===== src/rtl/uart_rx.sv =====
// uart_rx: 9-bit serial receiver with mid-bit sampling and framing/parity error pulses.
// Ports: clock, reset_n (async active-low), rx (async serial in, idles high);
//        uart_rx_data/uart_rx_valid (payload + one-cycle strobe), framing_error and
//        parity_error (one-cycle pulses), busy (high outside IDLE).
// Optional feature: define UART_RX_PARITY_EN for an even parity bit between data and stop.
module uart_rx #(
  parameter int CLKS_PER_BIT = 434
) (
  input  logic       clock,
  input  logic       reset_n,
  input  logic       rx,
  output logic [8:0] uart_rx_data,
  output logic       uart_rx_valid,
  output logic       framing_error,
  output logic       parity_error,
  output logic       busy
);
  localparam int CW = $clog2(CLKS_PER_BIT) + 1;
  localparam logic [CW-1:0] HALF = CW'(CLKS_PER_BIT / 2 - 1);
  localparam logic [CW-1:0] FULL = CW'(CLKS_PER_BIT - 1);
  typedef enum logic [2:0] {
    IDLE, START, DATA, STOP, WAIT_HIGH
`ifdef UART_RX_PARITY_EN
    , PARITY
`endif
  } state_t;
  state_t        state_q, state_d;
  logic [1:0]    sync_q;
  logic [CW-1:0] cnt_q, cnt_d;
  logic [3:0]    bit_q, bit_d;
  logic [8:0]    shift_q, shift_d, data_q, data_d;
  logic          valid_q, valid_d, ferr_q, ferr_d;
  logic          rx_s;
`ifdef UART_RX_PARITY_EN
  logic          par_q, par_d, perr_q, perr_d;
`endif
  assign rx_s          = sync_q[1];
  assign uart_rx_data  = data_q;
  assign uart_rx_valid = valid_q;
  assign framing_error = ferr_q;
  assign busy          = state_q != IDLE;
`ifdef UART_RX_PARITY_EN
  assign parity_error  = perr_q;
`else
  assign parity_error  = 1'b0;
`endif
  always_ff @(posedge clock or negedge reset_n) begin
    if (!reset_n) begin
      sync_q  <= 2'b11;
      state_q <= IDLE;
      cnt_q   <= '0;
      bit_q   <= '0;
      shift_q <= '0;
      data_q  <= '0;
      valid_q <= 1'b0;
      ferr_q  <= 1'b0;
`ifdef UART_RX_PARITY_EN
      par_q   <= 1'b0;
      perr_q  <= 1'b0;
`endif
    end else begin
      sync_q  <= {sync_q[0], rx};
      state_q <= state_d;
      cnt_q   <= cnt_d;
      bit_q   <= bit_d;
      shift_q <= shift_d;
      data_q  <= data_d;
      valid_q <= valid_d;
      ferr_q  <= ferr_d;
`ifdef UART_RX_PARITY_EN
      par_q   <= par_d;
      perr_q  <= perr_d;
`endif
    end
  end
  // The bit counter is cleared at every sample point, so it never wraps mid-bit.
  always_comb begin
    state_d = state_q;
    cnt_d   = cnt_q + CW'(1);
    bit_d   = bit_q;
    shift_d = shift_q;
    data_d  = data_q;
    valid_d = 1'b0;
    ferr_d  = 1'b0;
`ifdef UART_RX_PARITY_EN
    par_d   = par_q;
    perr_d  = 1'b0;
`endif
    case (state_q)
      IDLE: begin
        cnt_d = '0;
        bit_d = '0;
        state_d = rx_s ? IDLE : START;
      end
      START: if (cnt_q == HALF) begin
        cnt_d = '0;
        bit_d = '0;
        state_d = rx_s ? IDLE : DATA;
      end
      DATA: if (cnt_q == FULL) begin
        cnt_d = '0;
        shift_d = {rx_s, shift_q[8:1]};
        bit_d = bit_q + 4'd1;
`ifdef UART_RX_PARITY_EN
        if (bit_q == 4'd8) state_d = PARITY;
`else
        if (bit_q == 4'd8) state_d = STOP;
`endif
      end
`ifdef UART_RX_PARITY_EN
      PARITY: if (cnt_q == FULL) begin
        cnt_d = '0;
        par_d = rx_s;
        state_d = STOP;
      end
`endif
      STOP: if (cnt_q == FULL) begin
        cnt_d = '0;
        if (!rx_s) begin
          ferr_d = 1'b1;
          state_d = WAIT_HIGH;
        end
`ifdef UART_RX_PARITY_EN
        else if (^{shift_q, par_q}) begin
          perr_d = 1'b1;
          state_d = IDLE;
        end
`endif
        else begin
          valid_d = 1'b1;
          data_d = shift_q;
          state_d = IDLE;
        end
      end
      WAIT_HIGH: begin
        cnt_d = '0;
        state_d = rx_s ? IDLE : WAIT_HIGH;
      end
      default: state_d = IDLE;
    endcase
  end
endmodule

===== config.mk =====
export PLATFORM = sky130hd
export DESIGN_NAME = uart_rx
export DESIGN_NICKNAME = d
export VERILOG_FILES = /design/src/rtl/uart_rx.sv
export SDC_FILE = /design/constraint.sdc
export NUM_CORES = 1
export LEC_CHECK = 0
export BUFFER_PORTS_ARGS = -buffer_cell sky130_fd_sc_hd__clkbuf_2
export CAP_MARGIN = 5
export CORE_MARGIN = 5
export CORE_UTILIZATION = 52
export CTS_CLUSTER_DIAMETER = 100
export CTS_CLUSTER_SIZE = 30
export DETAILED_ROUTE_END_ITERATION = 16
export HOLD_SLACK_MARGIN = 0.15
export PLACE_DENSITY_LB_ADDON = 0.12
export SETUP_SLACK_MARGIN = 0.02
export SLEW_MARGIN = 10
export SYNTH_ARGS = -nofsm -noshare
export SYNTH_HDL_FRONTEND = slang
export SYNTH_SLANG_ARGS = --single-unit

===== constraint.sdc =====
create_clock -name clock -period 2.1 [get_ports clock]
set_clock_uncertainty 0.2 [all_clocks]
set_input_delay 0 -clock clock [delete_from_list [all_inputs] [get_ports clock]]
set_output_delay 0 -clock clock [all_outputs]
set_load 0.005 [all_outputs]

==> impl_metrics.yaml <==
run_status:
  outcome: "finished clean"
critical_path:
  worstSetupStartpointType: "flip-flop"
  max_stage_delay_ps: 430
  crit_slowest_cell: "dfrtp_1"
  cp_top_family: "simple AND/OR/NAND/NOR gates"
  r2r_cells: 6
  reg2reg_from: "cnt_q[1]"
  crit_buf_inv: 1
  r2r_slack_ps: 70
  cp.required_ps: 2130
  path_class: "reg2reg"
  r2r-end: "shift_q[5]"
  path_depth: 6
  cp_max_fo: 6
  critical_path.cell_chain: "inv_2, ha_1, and4b_2, nand3_4, or3_4, mux2_2"
  crit_arrival_ps: 2060
  worstSetupEndpointType: "flip-flop"
  cp-startpoint: "cnt_q[1]"
drt:
  drt_first_iter_violations: 48
  drtAntennaViolNets: 0
  dr.pass1.iters: 4
  vias_per_cell: 5.283
  vias: 1178
  routedWlPerCell_um: 14.00
  drc: 0
  finalWirelength_um: 3122
clocking:
  path_clk_slew_ps: 120
  clockBufferDepth: 2
  clock_sinks: 39
  htreeDepth: 2
  root_buffer: "clkbuf_4"
  cts_buffers: 5
  cts_tree: "built"
  clock_latency_ps: 340
place:
  place_ws_ps: 37.75
  io_buffers: 14
  gp_congestion: 0.7825
  dp_hpwl_um: 2137
synthesis:
  postSynthCellCount: 151
  synthesis.nets: 159
  synth_warnings: 0
  ys_ff_latch: 39
  yosysTopAreaCell: "dfrtp_1"
  netlist_area_sq_um: 1805
  synth.top_cell.area_share_pct: 51.28
  yosysUniqueCellTypes: 40
  synth_area_per_cell_sq_um: 11.96
  yosysSeqAreaShare_pct: 54.19
  synth.area.top_cells: "dfrtp_1 (51%), mux2_2 (11%), ha_1 (3.5%), dfstp_2 (2.9%), nor2_1 (2.9%)"
sta:
  hold_viol_final: 0
  slew_viol_final: 0
  finalSetupViolations: 0
  rsz0062_at_grt: "yes"
  max_freq_mhz: 493.2
  hold-worst-slack_ps: 157.8
  layout_setup_ws_ps: 72.53
  timing.final.crit_share_pct: 96.55
  fin_crit_ps: 2027
die:
  dieArea_sq_um: 4751
  io_pins: 16
  core_area_sq_um: 3337
  die_w_um: 68.93
  start_util_pct: 54.11
  die_h_um: 68.93
  rows: 21
pwr:
  p_leak_nw: 1.023
  p_sw_share_pct: 18.75
  p_clk_share_pct: 44.0
  peakVddDrop_v: 0.0003736
  power.total_w: 0.001395
  p_comb_share_pct: 1.8
  switchingPower_w: 0.0002616
  cellPowerDensity_nw_per_um2: 659.1
  p_int_w: 0.001134
  seqPwrFrac_pct: 54.2
grt:
  grt_usage_pct: 15.06
  antenna_found_initial: 0
  grt_pass1_vias: 1097
  grt_first_pass_wirelength_um: 5209
  grt_max_degree: 40
  grt_overflow_total: 0
min_path:
  min_to: "sync_q[1]"
  min-delay-start: "sync_q[0]"
  hp-class: "reg2reg"
  hold_path_depth: 0
layout:
  diodes: 0
  layout_common_cells: "dfrtp_1 (36), mux2_2 (16), nor2_1 (14), clkbuf_2 (14), nand3_1 (8)"
  drive_gt1_share_pct: 34.46
  layout.nets: 184
  area_growth_pct: 17.26
  layout_commonest_cell: "dfrtp_1"
job:
  maxCapViolCount: 0
==> worst register-to-register path: cells and delay by family, from the launching register on <==
kind	cells	cell delay, ps
flip-flops	1	430
AND/OR/NAND/NOR	3	810
multiplexers	1	290
buffers and inverters	1	70
adder cells (fa/ha/maj)	1	130
==> cells in the mapped netlist, drive strengths merged <==
library cell  count
dfrtp            37
mux2             18
nor2             14
nand3             9
nand2             7
inv               6
xor2              6
a21oi             5
buf               5
ha                5
o21ai             4
and3              3
nand2b            3
nor4              3
or3               3
clkbuf            2
dfstp             2
mux2i             2
nor3              2
xnor2             2
a211oi            1
a21boi            1
a21o              1
a311oi            1
and2b             1
and3b             1
and4b             1
conb              1
nand4             1
nor2b             1
nor3b             1
o41a              1
or3b              1
==> through the flow <==
stage | setup TNS, ps | util [%] | instance area (sq um) | std cells
2_1_floorplan | 0 | - | 1805 | 151
3_3_place_gp | 0 | 57.93 | 1933 | 209
3_5_place_dp | 0 | 57.93 | 1933 | 209
4_1_cts | 0 | 62.17 | 2074 | 221
5_1_grt | -1.009 | 63.44 | 2117 | 223
6_report | 0 | 63.44 | 2117 | 223
==> power groups by stage <==
stage,Sequential (W),Clock (W),Combinational (W)
global route,0.000757,0.000661,0.0000285
global placement,0.000770,0,0.0000193
floorplan,0.000770,0,0.00000307
detailed placement,0.000771,0,0.0000199
CTS,0.000756,0.000631,0.0000255
finish,0.000756,0.000614,0.0000245
==> worst max path at each step <==
| stage | endpoint | slack [ps] |
|---|---|---|
| 2_1_floorplan | shift_q[0] | 120 |
| 3_3_place_gp | shift_q[1] | 110 |
| 3_5_place_dp | shift_q[5] | 40 |
| 4_1_cts | shift_q[5] | 20 |
| 5_1_grt | bit_q[3] | -1 |
| 6_report | shift_q[5] | 70 |
==> state kept, by name, indices dropped and copies added, names as in the netlist <==
name,count
bit_q,4
sync_q,2
framing_error,1
uart_rx_data,9
cnt_q,10
uart_rx_valid,1
shift_q,9
state_q,3
==> layer usage <==
| layer | vias to the layer above | wire length (um) | share of wire, % | track usage (%) |
|---|---|---|---|---|
| met2 | 23 | 1469 | 47 | 23.33 |
| li1 | 571 | - | - | - |
| met1 | 578 | 1460 | 47 | 19.56 |
| met4 | 0 | 52 | 1.7 | 5.839 |
| met3 | 6 | 140 | 4.5 | 4.862 |
| met5 | - | 0 | 0 | 0 |
==> cell type report <==
type / count / area (sq um)
Clock buffer: 6 / 41.29
Clock inverter: 2 / 60.06
Fill cell: 271 / 1220
Inverter: 6 / 22.52
Multi-Input combinational cell: 100 / 788.3
Sequential cell: 39 / 979.7
Tap cell: 46 / 57.56
Timing Repair Buffer: 24 / 167.7
==> cell families after synthesis <==
kind of cell,synth area share (%)
simple gates,17.05
flops,54.19
mux,12.34
compound gates,4.851
buf+inv,4.019
xor+xnor,3.881
fa+ha+maj,3.465
other cells,0.2077
==> timing repair <==
action / CTS / global route
cloned: 0 / 1
resized for setup: 1 / 10
pin swaps: 0 / 1
endpoints found under the hold margin: 40 / 0
hold buffers: 4 / 0
buffers inserted: 0 / 1
setup endpoints to repair: 2 / 30
(Power assumes the default switching activity.)
